### config.mk
export PLATFORM = sky130hd
export DESIGN_NAME = sd_init_seq
export DESIGN_NICKNAME = d
export VERILOG_FILES = /design/src/rtl/sd_pkg.sv /design/src/rtl/sd_timeout_cnt.sv /design/src/rtl/sd_init_seq.sv
export SDC_FILE = /design/constraint.sdc
export NUM_CORES = 1
export LEC_CHECK = 0
export BUFFER_PORTS_ARGS = -buffer_cell sky130_fd_sc_hd__buf_2
export CORE_AREA = 2 2 164 166
export CTS_BUF_LIST = sky130_fd_sc_hd__clkbuf_8
export DETAILED_ROUTE_END_ITERATION = 16
export DIE_AREA = 0 0 166 168
export GPL_ROUTABILITY_DRIVEN = 0
export PLACE_DENSITY = 0.5
export SYNTH_ARGS = -nofsm -noshare
export SYNTH_HDL_FRONTEND = slang
export SYNTH_HIERARCHICAL = 1
export SYNTH_SLANG_ARGS = --single-unit
### constraint.sdc
create_clock -name ex_clk -period 4.2 [get_ports ex_clk]
set_input_delay 0.84 -clock ex_clk [delete_from_list [all_inputs] [get_ports ex_clk]]
set_output_delay 0.84 -clock ex_clk [all_outputs]
set_load 0.01 [all_outputs]
### src/rtl/sd_pkg.sv
// Shared constants and encodings for the SD card initialisation sequencer.
// Command words are {index[5:0], arg[31:0]}.
package sd_pkg;

   localparam logic [5:0] CMD0_IDX   = 6'd0;
   localparam logic [5:0] CMD8_IDX   = 6'd8;
   localparam logic [5:0] CMD55_IDX  = 6'd55;
   localparam logic [5:0] ACMD41_IDX = 6'd41;
   localparam logic [5:0] CMD2_IDX   = 6'd2;
   localparam logic [5:0] CMD3_IDX   = 6'd3;

   localparam logic [31:0] CMD8_ARG   = 32'h0000_01AA;
   localparam logic [31:0] ACMD41_ARG = 32'h40FF_8000;
   localparam logic [11:0] CMD8_ECHO  = 12'h1AA;

   typedef enum logic [2:0] {
      STEP_CMD0,
      STEP_CMD8,
      STEP_CMD55,
      STEP_ACMD41,
      STEP_CMD2,
      STEP_CMD3
   } step_t;

   typedef enum logic [2:0] {
      ERR_NONE     = 3'd0,
      ERR_ECHO     = 3'd1,
      ERR_RESP_TMO = 3'd2,
      ERR_ACMD41   = 3'd3,
      ERR_FIN_TMO  = 3'd4
   } err_t;

   typedef enum logic [3:0] {
      ST_IDLE,
      ST_PWR_WAIT,
      ST_ISSUE,
      ST_WAIT_FIN,
      ST_WAIT_RESP,
      ST_CHECK,
      ST_GAP,
      ST_DONE,
      ST_ERROR
   } state_t;

   function automatic logic [37:0] cmd_of(input step_t s);
      logic [37:0] c;
      case (s)
         STEP_CMD0:   c = {CMD0_IDX, 32'h0};
         STEP_CMD8:   c = {CMD8_IDX, CMD8_ARG};
         STEP_CMD55:  c = {CMD55_IDX, 32'h0};
         STEP_ACMD41: c = {ACMD41_IDX, ACMD41_ARG};
         STEP_CMD2:   c = {CMD2_IDX, 32'h0};
         STEP_CMD3:   c = {CMD3_IDX, 32'h0};
         default:     c = {CMD0_IDX, 32'h0};
      endcase
      return c;
   endfunction

endpackage

### src/rtl/sd_timeout_cnt.sv
// Saturating cycle counter; expired is high during the limit-th
// enabled cycle after a clear, so a state can leave after exactly limit cycles.
module sd_timeout_cnt #(
   parameter int W = 8
) (
   input  logic         ex_clk,
   input  logic         reset,
   input  logic         clear,
   input  logic         enable,
   input  logic [W-1:0] limit,
   output logic         expired
);

   logic [W-1:0] cnt;
   logic [W:0]   nxt;

   assign nxt = {1'b0, cnt} + (W+1)'(1);
   assign expired = enable && (nxt >= {1'b0, limit});

   always_ff @(posedge ex_clk or posedge reset) begin
      if (reset) begin
         cnt <= '0;
      end else if (clear) begin
         cnt <= '0;
      end else if (enable && (cnt != limit)) begin
         cnt <= nxt[W-1:0];
      end
   end

endmodule

### src/rtl/sd_init_seq.sv
// SD card initialisation sequencer: CMD0, CMD8, CMD55/ACMD41 until ready,
// then CMD2 and CMD3; captures the RCA and reports done or an error code.
module sd_init_seq
   import sd_pkg::*;
#(
   parameter int PWRUP_CYCLES = 200,
   parameter int RESP_TIMEOUT = 4096,
   parameter int ACMD41_MAX   = 1000,
   parameter int RETRY_GAP    = 1024
) (
   input  logic        ex_clk,
   input  logic        reset,
   input  logic        start,
   output logic        send_en,
   output logic [37:0] cmd_content,
   input  logic        finished,
   input  logic        resp_valid,
   input  logic [31:0] resp_data,
   output logic        busy,
   output logic        init_done,
   output logic        init_err,
   output logic [2:0]  err_code,
   output logic [15:0] rca
);

   localparam int PW_W = $clog2(PWRUP_CYCLES) + 1;
   localparam int TO_W = $clog2(RESP_TIMEOUT) + 1;
   localparam int AC_W = $clog2(ACMD41_MAX) + 1;
   localparam int GP_W = $clog2(RETRY_GAP) + 1;

   state_t          st;
   step_t           step;
   logic [AC_W-1:0] acnt;
   logic [AC_W-1:0] acnt_inc;
   logic            pend;
   logic [31:0]     pend_data;
   logic [31:0]     rdata;
   logic            echo_ok;

   logic pwr_exp, wait_exp, gap_exp;
   logic pwr_en, wait_en, gap_en;
   logic wait_clr;

   assign pwr_en   = (st == ST_PWR_WAIT);
   assign gap_en   = (st == ST_GAP);
   assign wait_en  = (st == ST_WAIT_FIN) || (st == ST_WAIT_RESP);
   // The response wait restarts from zero when finished arrives.
   assign wait_clr = !wait_en || ((st == ST_WAIT_FIN) && finished);

   assign acnt_inc = (acnt == AC_W'(ACMD41_MAX)) ? acnt : acnt + 1'b1;
   assign echo_ok  = (rdata[15:0] & 16'h0FFF) == {4'h0, CMD8_ECHO};

   sd_timeout_cnt #(.W(PW_W)) u_pwr_tmr (
      .ex_clk  (ex_clk),
      .reset   (reset),
      .clear   (!pwr_en),
      .enable  (pwr_en),
      .limit   (PW_W'(PWRUP_CYCLES)),
      .expired (pwr_exp)
   );

   sd_timeout_cnt #(.W(TO_W)) u_wait_tmr (
      .ex_clk  (ex_clk),
      .reset   (reset),
      .clear   (wait_clr),
      .enable  (wait_en),
      .limit   (TO_W'(RESP_TIMEOUT)),
      .expired (wait_exp)
   );

   sd_timeout_cnt #(.W(GP_W)) u_gap_tmr (
      .ex_clk  (ex_clk),
      .reset   (reset),
      .clear   (!gap_en),
      .enable  (gap_en),
      .limit   (GP_W'(RETRY_GAP)),
      .expired (gap_exp)
   );

   always_ff @(posedge ex_clk or posedge reset) begin
      if (reset) begin
         st          <= ST_IDLE;
         step        <= STEP_CMD0;
         send_en     <= 1'b0;
         cmd_content <= '0;
         busy        <= 1'b0;
         init_done   <= 1'b0;
         init_err    <= 1'b0;
         err_code    <= ERR_NONE;
         rca         <= '0;
         acnt        <= '0;
         pend        <= 1'b0;
         pend_data   <= '0;
         rdata       <= '0;
      end else begin
         send_en <= 1'b0;
         case (st)
            ST_IDLE, ST_DONE, ST_ERROR: begin
               if (start) begin
                  st        <= ST_PWR_WAIT;
                  step      <= STEP_CMD0;
                  busy      <= 1'b1;
                  init_done <= 1'b0;
                  init_err  <= 1'b0;
                  err_code  <= ERR_NONE;
                  rca       <= '0;
                  acnt      <= '0;
               end
            end
            ST_PWR_WAIT: begin
               if (pwr_exp) st <= ST_ISSUE;
            end
            ST_ISSUE: begin
               send_en     <= 1'b1;
               cmd_content <= cmd_of(step);
               pend        <= 1'b0;
               st          <= ST_WAIT_FIN;
            end
            ST_WAIT_FIN: begin
               if (finished) begin
                  pend <= 1'b0;
                  if (step == STEP_CMD0) begin
                     step <= STEP_CMD8;
                     st   <= ST_ISSUE;
                  end else if (resp_valid) begin
                     rdata <= resp_data;
                     st    <= ST_CHECK;
                  end else if (pend) begin
                     rdata <= pend_data;
                     st    <= ST_CHECK;
                  end else begin
                     st <= ST_WAIT_RESP;
                  end
               end else if (wait_exp) begin
                  st       <= ST_ERROR;
                  busy     <= 1'b0;
                  init_err <= 1'b1;
                  err_code <= ERR_FIN_TMO;
               end else if (resp_valid) begin
                  // Response overtook the send-complete pulse.
                  pend      <= 1'b1;
                  pend_data <= resp_data;
               end
            end
            ST_WAIT_RESP: begin
               if (resp_valid) begin
                  rdata <= resp_data;
                  st    <= ST_CHECK;
               end else if (wait_exp) begin
                  st       <= ST_ERROR;
                  busy     <= 1'b0;
                  init_err <= 1'b1;
                  err_code <= ERR_RESP_TMO;
               end
            end
            ST_CHECK: begin
               st <= ST_ISSUE;
               case (step)
                  STEP_CMD8: begin
                     if (echo_ok) begin
                        step <= STEP_CMD55;
                     end else begin
                        st       <= ST_ERROR;
                        busy     <= 1'b0;
                        init_err <= 1'b1;
                        err_code <= ERR_ECHO;
                     end
                  end
                  STEP_CMD55: step <= STEP_ACMD41;
                  STEP_ACMD41: begin
                     if (rdata[31]) begin
                        step <= STEP_CMD2;
                     end else begin
                        acnt <= acnt_inc;
                        if (acnt_inc == AC_W'(ACMD41_MAX)) begin
                           st       <= ST_ERROR;
                           busy     <= 1'b0;
                           init_err <= 1'b1;
                           err_code <= ERR_ACMD41;
                        end else begin
                           st <= ST_GAP;
                        end
                     end
                  end
                  STEP_CMD2: step <= STEP_CMD3;
                  STEP_CMD3: begin
                     rca       <= rdata[31:16];
                     st        <= ST_DONE;
                     busy      <= 1'b0;
                     init_done <= 1'b1;
                  end
                  default: step <= STEP_CMD0;
               endcase
            end
            ST_GAP: begin
               if (gap_exp) begin
                  step <= STEP_CMD55;
                  st   <= ST_ISSUE;
               end
            end
            default: st <= ST_IDLE;
         endcase
      end
   end

endmodule
==> key figures, run 1 <==
Worst setup path
  • R2r setup slk: 0.33 ns
  • CP top delay family: simple AND/OR/NAND/NOR gates
  • Critical path class: reg2reg
  • Crit-path max FO: 7
  • Crit path top cell by count: ha_1
  • Crit path largest cell delay: 0.46 ns
  • R2r startpoint: u_gap_tmr/cnt[0]
  • Setup crit end kind: flip-flop
  • CP arrival: 4.21 ns
  • Startpoint type of the worst setup path: flip-flop
  • WP buf/inv: 1
  • Critical-path cell with the highest stage delay: dfrtp_1
  • Critical Path Start: u_gap_tmr/cnt[0]
  • Worst EP required: 4.54 ns
  • CP Cell Sequence: ha_1 > nand3_1 > nor4_1 > buf_4 > xor2_1 > ha_1 > nor2b_1 > o31a_1 > a211o_1 > and4b_1 > a21oi_1 > o22ai_1 > nand4_1 > nor2_1 > mux2_2 > a221o_1

Global route
  • Global-route wire length before repair: 34860 um
  • GRT Total Usage: 15.13%
  • Largest net degree at the start of global routing: 79
  • Global route overflow: 0
  • Vias in the first global route: 6750
  • Initial antenna violation count: 0

Flow run
  • MaxCap Viol Count: 0

Floorplanning
  • CORE AREA: 26350 um^2
  • Die ar.: 27890 um^2
  • Cell row count: 60
  • Io pins: 98
  • Die X: 166 um
  • Initial core utilization: 34.09%
  • DIE HEIGHT: 168 um

Timing
  • Max Freq: 258.6 MHz
  • Final hold viol count: 0
  • Final slew viol count: 0
  • Slew @ Worst Pin: 1.083 ns
  • RSZ-0062 raised after global routing: false
  • Final setup vio count: 0
  • Setup Skew: 0.02097 ns
  • Tcrit/Tclk final: 92.08%
  • Slew HR: 27.06%
  • Final min period: 3.867 ns
  • Setup Total Neg Slack: 0 ns

Route
  • Via/cell ratio: 4.911
  • Remaining DRCs: 0
  • Post-Route WL: 20670 um
  • WL per Instance: 14.51 um
  • Routed vias: 6993
  • Post-DRT Antenna Nets: 0
  • Initial DRT Pass Iterations: 4
  • DR iter-0 viols: 321

Logic synthesis
  • Mapped Area: 8982 um^2
  • Ranking of synthesized cells by area: dfrtp_1 38%, ha_1 5.7%, a21oi_1 4.7%
  • Cell taking the most area after synthesis: dfrtp_1
  • Synthesis Warnings: 6
  • Flop and latch count out of synthesis: 138
  • Synth top area share: 38.45%
  • Ys async rst share: 100.0%
  • Cells after Synth: 974
  • Sequential share of the synthesized area: 38.45%
  • Synth Area per Inst: 9.222 um^2
  • Top_reg_cell synth: dfrtp_1
  • Post-synth EDFFs: 0
  • Synth unique cells: 79

Power
  • Leakage: 4.683 nW
  • Worst IR Drop VDD: 0.2525 mV
  • Total power: 4.524 mW
  • Power per standard cell area: 447.5 nW/um^2

Clock tree
  • Reg clk slew, reported paths: 0.10 ns
  • Deepest clock path buffer count: 2
  • Worst-skew pair later-pin latency: 0.45 ns
  • Post-CTS setup buffers: 0
  • CTS tree: yes
  • Hold buffer count at CTS: 0
  • CTS H-tree depth: 4
  • Clk sinks: 138
  • Root Buffer: clkbuf_8
  • Total CTS buffers: 17
  • PostCTS Resize Cnt: 0

Hold path
  • Hold Path Class: in2async

Run status
  • Status: finished, final reports clean

Cells and area
  • Layout cell share with drive strength beyond 1: 16.53%
  • Layout area overhead: 12.55%
  • # diodes: 0
  • Nets: 1148

Placement
  • IO Port Bufs: 76
  • HPWL after DPL: 14480 um
-- power breakdown --
part           switching [mW]  internal, mW
Combinational           0.827         0.574
Sequential              0.268          1.67
Clock                   0.621         0.564
-- worst paths after layout --
path | cells past startpoint | end
worst max-delay path | 16 | step[1]
worst min-delay path | 2 | u_pwr_tmr/cnt[5]
worst max register to register | 16 | step[1]
worst min register to register | 2 | cmd_content[35]
max in group asynchronous | 3 | pend_data[8]
min in group ex_clk | 2 | cmd_content[35]
-- cells in the final DEF (no fill, tap or decap), types with 9 or more instances in the layout --
cell type / n
dfrtp_1: 138
a21oi_1: 83
conb_1: 80
nor2_1: 76
buf_2: 76
inv_1: 56
nand2_1: 51
o21ai_0: 41
ha_1: 41
mux2_2: 36
xnor2_1: 35
mux2i_1: 29
xor2_1: 26
nand3_1: 22
nand4_1: 19
nor3_1: 17
a22o_1: 17
clkbuf_8: 17
nand2b_1: 15
or3_1: 15
buf_4: 14
nor2b_1: 13
o21ai_1: 11
o31ai_1: 10
and3_1: 9
a31oi_1: 9
o311ai_1: 9
-- cells in the mapped netlist, drive strengths merged, types with 17 or more instances --
cell type / count
nand2: 51
ha: 41
clkbuf: 36
nand4: 19
xnor2: 35
nand3: 23
nor2: 76
nor3: 18
a22o: 17
a21oi: 86
mux2: 37
mux2i: 29
dfrtp: 138
inv: 57
buf: 55
xor2: 26
o21ai: 53
-- per-stage QoR --
step | instance area [um^2] | hold WS [ns] | std cells | setup slack, ns | util, %
after floorplan | 9275 | 0.4740 | 1052 | 0.5555 | -
after detailed placement | 9682 | 0.4654 | 1392 | 0.3637 | 36.74
after global routing | 10110 | 0.4356 | 1424 | 0.03629 | 38.37
after global placement | 9682 | 0.4638 | 1392 | 0.3760 | 36.74
final | 10110 | 0.4147 | 1424 | 0.3328 | 38.37
after CTS | 10110 | 0.4096 | 1424 | 0.3400 | 38.37
-- registers in the layout, summed over array words and instances (netlist names) --
name,count
pend_data,28
rdata,28
rca,16
u_wait_tmr/cnt,13
acnt,11
u_gap_tmr/cnt,11
u_pwr_tmr/cnt,9
cmd_content,7
st,4
err_code,3
step,3
busy,1
init_done,1
init_err,1
pend,1
send_en,1
-- kinds of logic after synthesis --
kind of cell               Yosys count  share of synthesized area (%)
adders and majority gates           41                          5.711
AOI/OAI and AO/OA                  235                          16.83
muxes                               66                          7.912
DFF                                138                          38.45
xor gates and xnor gates            61                          5.948
other                                2                        0.08361
buffers and inverters              148                          8.358
and+or+nand+nor                    283                          16.72
-- layer usage --
metal | up-vias | GRT usage (%) | part of all wire (%)
li1 | 3577 | - | -
met1 | 3304 | 20.51 | 49
met2 | 95 | 25.13 | 46
met3 | 17 | 2.539 | 2.8
met4 | 0 | 4.045 | 1.3
met5 | - | 0 | 0
-- area by class of cell --
cell class              instances  area, um^2
clock buffers                  17       234.0
inverters                      57       216.5
repair buffers                 90       485.5
flip-flops and latches        138        3453
clock inverters                15       193.9
well taps                     341       426.7
multi-input cells             766        5100
fillers                      2668       16240
(Power assumes the default switching activity.)
==> inputs of run 2 (changes only) <==
clock period = 3.72 ns   (was 4.2 ns; I/O delays follow)
==> run 2 against run 1 <==
  * Sequential power up 11%
  * Worst setup slack worse by 0.11 ns
  * Utilization up 0.47 points
  * Maximum frequency up 11%
  * Total power up 12%
  * Design area up 1.2%
  * Largest cell class unchanged
  * Largest power group unchanged
==> key figures, run 2 (synthesis gave the netlist of run 1 again) <==
Worst setup path
  • Critical path class: reg2reg
  • CP top delay family: simple AND/OR/NAND/NOR gates
  • Startpoint type of the worst setup path: flip-flop
  • CP arrival: 3.84 ns
  • Crit path top cell by count: a21o_1
  • Crit-path max FO: 28
  • Setup crit end kind: flip-flop
  • Critical-path cell with the highest stage delay: dfrtp_1
  • WP buf/inv: 1
  • Worst EP required: 4.06 ns
  • CP Cell Sequence: and4_1 > and3_1 > nand2_1 > xnor2_1 > ha_1 > a21o_1 > a21o_1 > a21oi_1 > nor2_1 > o31a_1 > nor3_4 > buf_12 > mux2_2
  • Crit path largest cell delay: 0.44 ns

Floorplanning
  • Die ar.: 27890 um^2
  • Cell row count: 60
  • DIE HEIGHT: 168 um
  • CORE AREA: 26350 um^2
  • Io pins: 98
  • Initial core utilization: 34.09%
  • Die X: 166 um

Clock tree
  • Root Buffer: clkbuf_8
  • Reg clk slew, reported paths: 0.09 ns
  • Deepest clock path buffer count: 2
  • Total CTS buffers: 17
  • Hold buffer count at CTS: 0
  • CTS H-tree depth: 4
  • Worst-skew pair later-pin latency: 0.46 ns
  • Clk sinks: 138
  • CTS tree: yes

Cells and area
  • Register area: 3453 um^2
  • Post-route cell area: 10230 um^2
  • Commonest cells after routing, fill and taps aside: 138 x dfrtp_1, 83 x a21oi_1, 80 x conb_1, 76 x nor2_1, 76 x buf_2
  • Layout area overhead: 13.92%
  • Footprint of the multi-input gates: 5129 um^2
  • Most common cell after layout, fill and taps aside: dfrtp_1
  • Nets: 1161
  • Fillers: 2671
  • Top Registers: pend_data: 28 flops, rdata: 28 flops, rca: 16 flops
  • Layout cell share with drive strength beyond 1: 17.88%

Route
  • Remaining DRCs: 0
  • WL per Instance: 14.32 um
  • Initial DRT Pass Iterations: 4
  • DR iter-0 viols: 302
  • Via/cell ratio: 4.950
  • Post-DRT Antenna Nets: 0
  • Routed vias: 7118
  • Post-Route WL: 20600 um

Global route
  • Vias in the first global route: 6664
  • Largest net degree at the start of global routing: 66
  • Global route overflow: 0
  • Initial antenna violation count: 0
  • GRT Total Usage: 14.99%
  • Global-route wire length before repair: 34500 um

Placement
  • Placed cell areas: 9792 um^2
  • IO Port Bufs: 76
  • HPWL after DPL: 14680 um

Flow run
  • MaxCap Viol Count: 0

Timing
  • Final setup vio count: 0
  • Setup Skew: 0.01889 ns
  • Final slew viol count: 0
  • Slew @ Worst Pin: 0.9172 ns
  • Tcrit/Tclk final: 94.07%
  • Setup Total Neg Slack: 0 ns
  • Max Freq: 285.8 MHz
  • Slew HR: 38.21%
  • RSZ-0062 raised after global routing: false
  • Final min period: 3.499 ns
  • Final hold viol count: 0

Power
  • Worst IR Drop VDD: 0.3735 mV
  • Power per standard cell area: 496.4 nW/um^2
  • Leakage: 4.737 nW

Hold path
  • Hold Path Class: in2async

Run status
  • Status: finished, final reports clean
-- run 2: power breakdown --
part	internal [mW]	switching (mW)	leakage, nW
registers	1.89	0.264	1.79
logic	0.676	0.969	2.74
clock network	0.571	0.713	0.204
-- run 2: final timing paths --
| path | slack [ns] | cells after the start | endpoint | start |
|---|---|---|---|---|
| setup / recovery | 0.22 | 13 | pend_data[24] | u_wait_tmr/cnt[5] |
| hold / removal | 0.32 | 2 | u_pwr_tmr/cnt[6] | reset |
| setup reg to reg | 0.22 | 13 | pend_data[24] | u_wait_tmr/cnt[5] |
| hold reg to reg | 0.48 | 2 | cmd_content[37] | cmd_content[37] |
| max in group asynchronous | 2.37 | 3 | rca[7] | reset |
| min in group ex_clk | 0.48 | 2 | cmd_content[37] | cmd_content[37] |
-- run 2: what timing repair did --
item	4_1_cts	5_1_grt
resized for setup	0	5
setup buffers	0	0
setup endpoints to repair	0	1
-- run 2: through the flow --
| stage | worst slack [ns] | hold WS [ns] | cells | utilization, % | power (mW) |
|---|---|---|---|---|---|
| final | 0.2206 | 0.3190 | 1438 | 38.83 | 5.079 |
| after global routing | 0.02099 | 0.3271 | 1437 | 38.82 | 5.455 |
| after CTS | 0.08424 | 0.2938 | 1437 | 38.71 | 5.154 |
| after detailed placement | 0.1245 | 0.4716 | 1405 | 37.16 | 3.841 |
| after global placement | 0.1299 | 0.4615 | 1405 | 37.16 | 3.805 |
| after floorplan | 0.07554 | 0.4740 | 1052 | - | 3.436 |
-- run 2: area by class of cell --
type	instances	share of cell area, %
clock inverters	15	1.712
diodes	1	0.02446
repair buffers	103	5.820
flip-flops and latches	138	33.75
well taps	341	4.170
clock buffers	17	2.287
multi-input cells	766	50.12
inverters	57	2.115
-- run 2: worst reg2reg max path, stage by stage, from the launching register on --
cell and delay [ns]:
dfrtp_1 0.44, and4_1 0.28, and3_1 0.24, nand2_1 0.10
xnor2_1 0.17, ha_1 0.26, a21o_1 0.16, a21o_1 0.17
a21oi_1 0.20, nor2_1 0.07, o31a_1 0.40, nor3_4 0.29
buf_12 0.23, mux2_2 0.38
-- run 2: routing by layer --
| layer | track usage (%) | wire length (um) | up-vias |
|---|---|---|---|
| met3 | 3.385 | 889 | 18 |
| met1 | 20.11 | 9632 | 3364 |
| met4 | 3.554 | 202 | 0 |
| met2 | 24.72 | 9872 | 133 |
| met5 | 0 | 0 | - |
| li1 | - | - | 3603 |
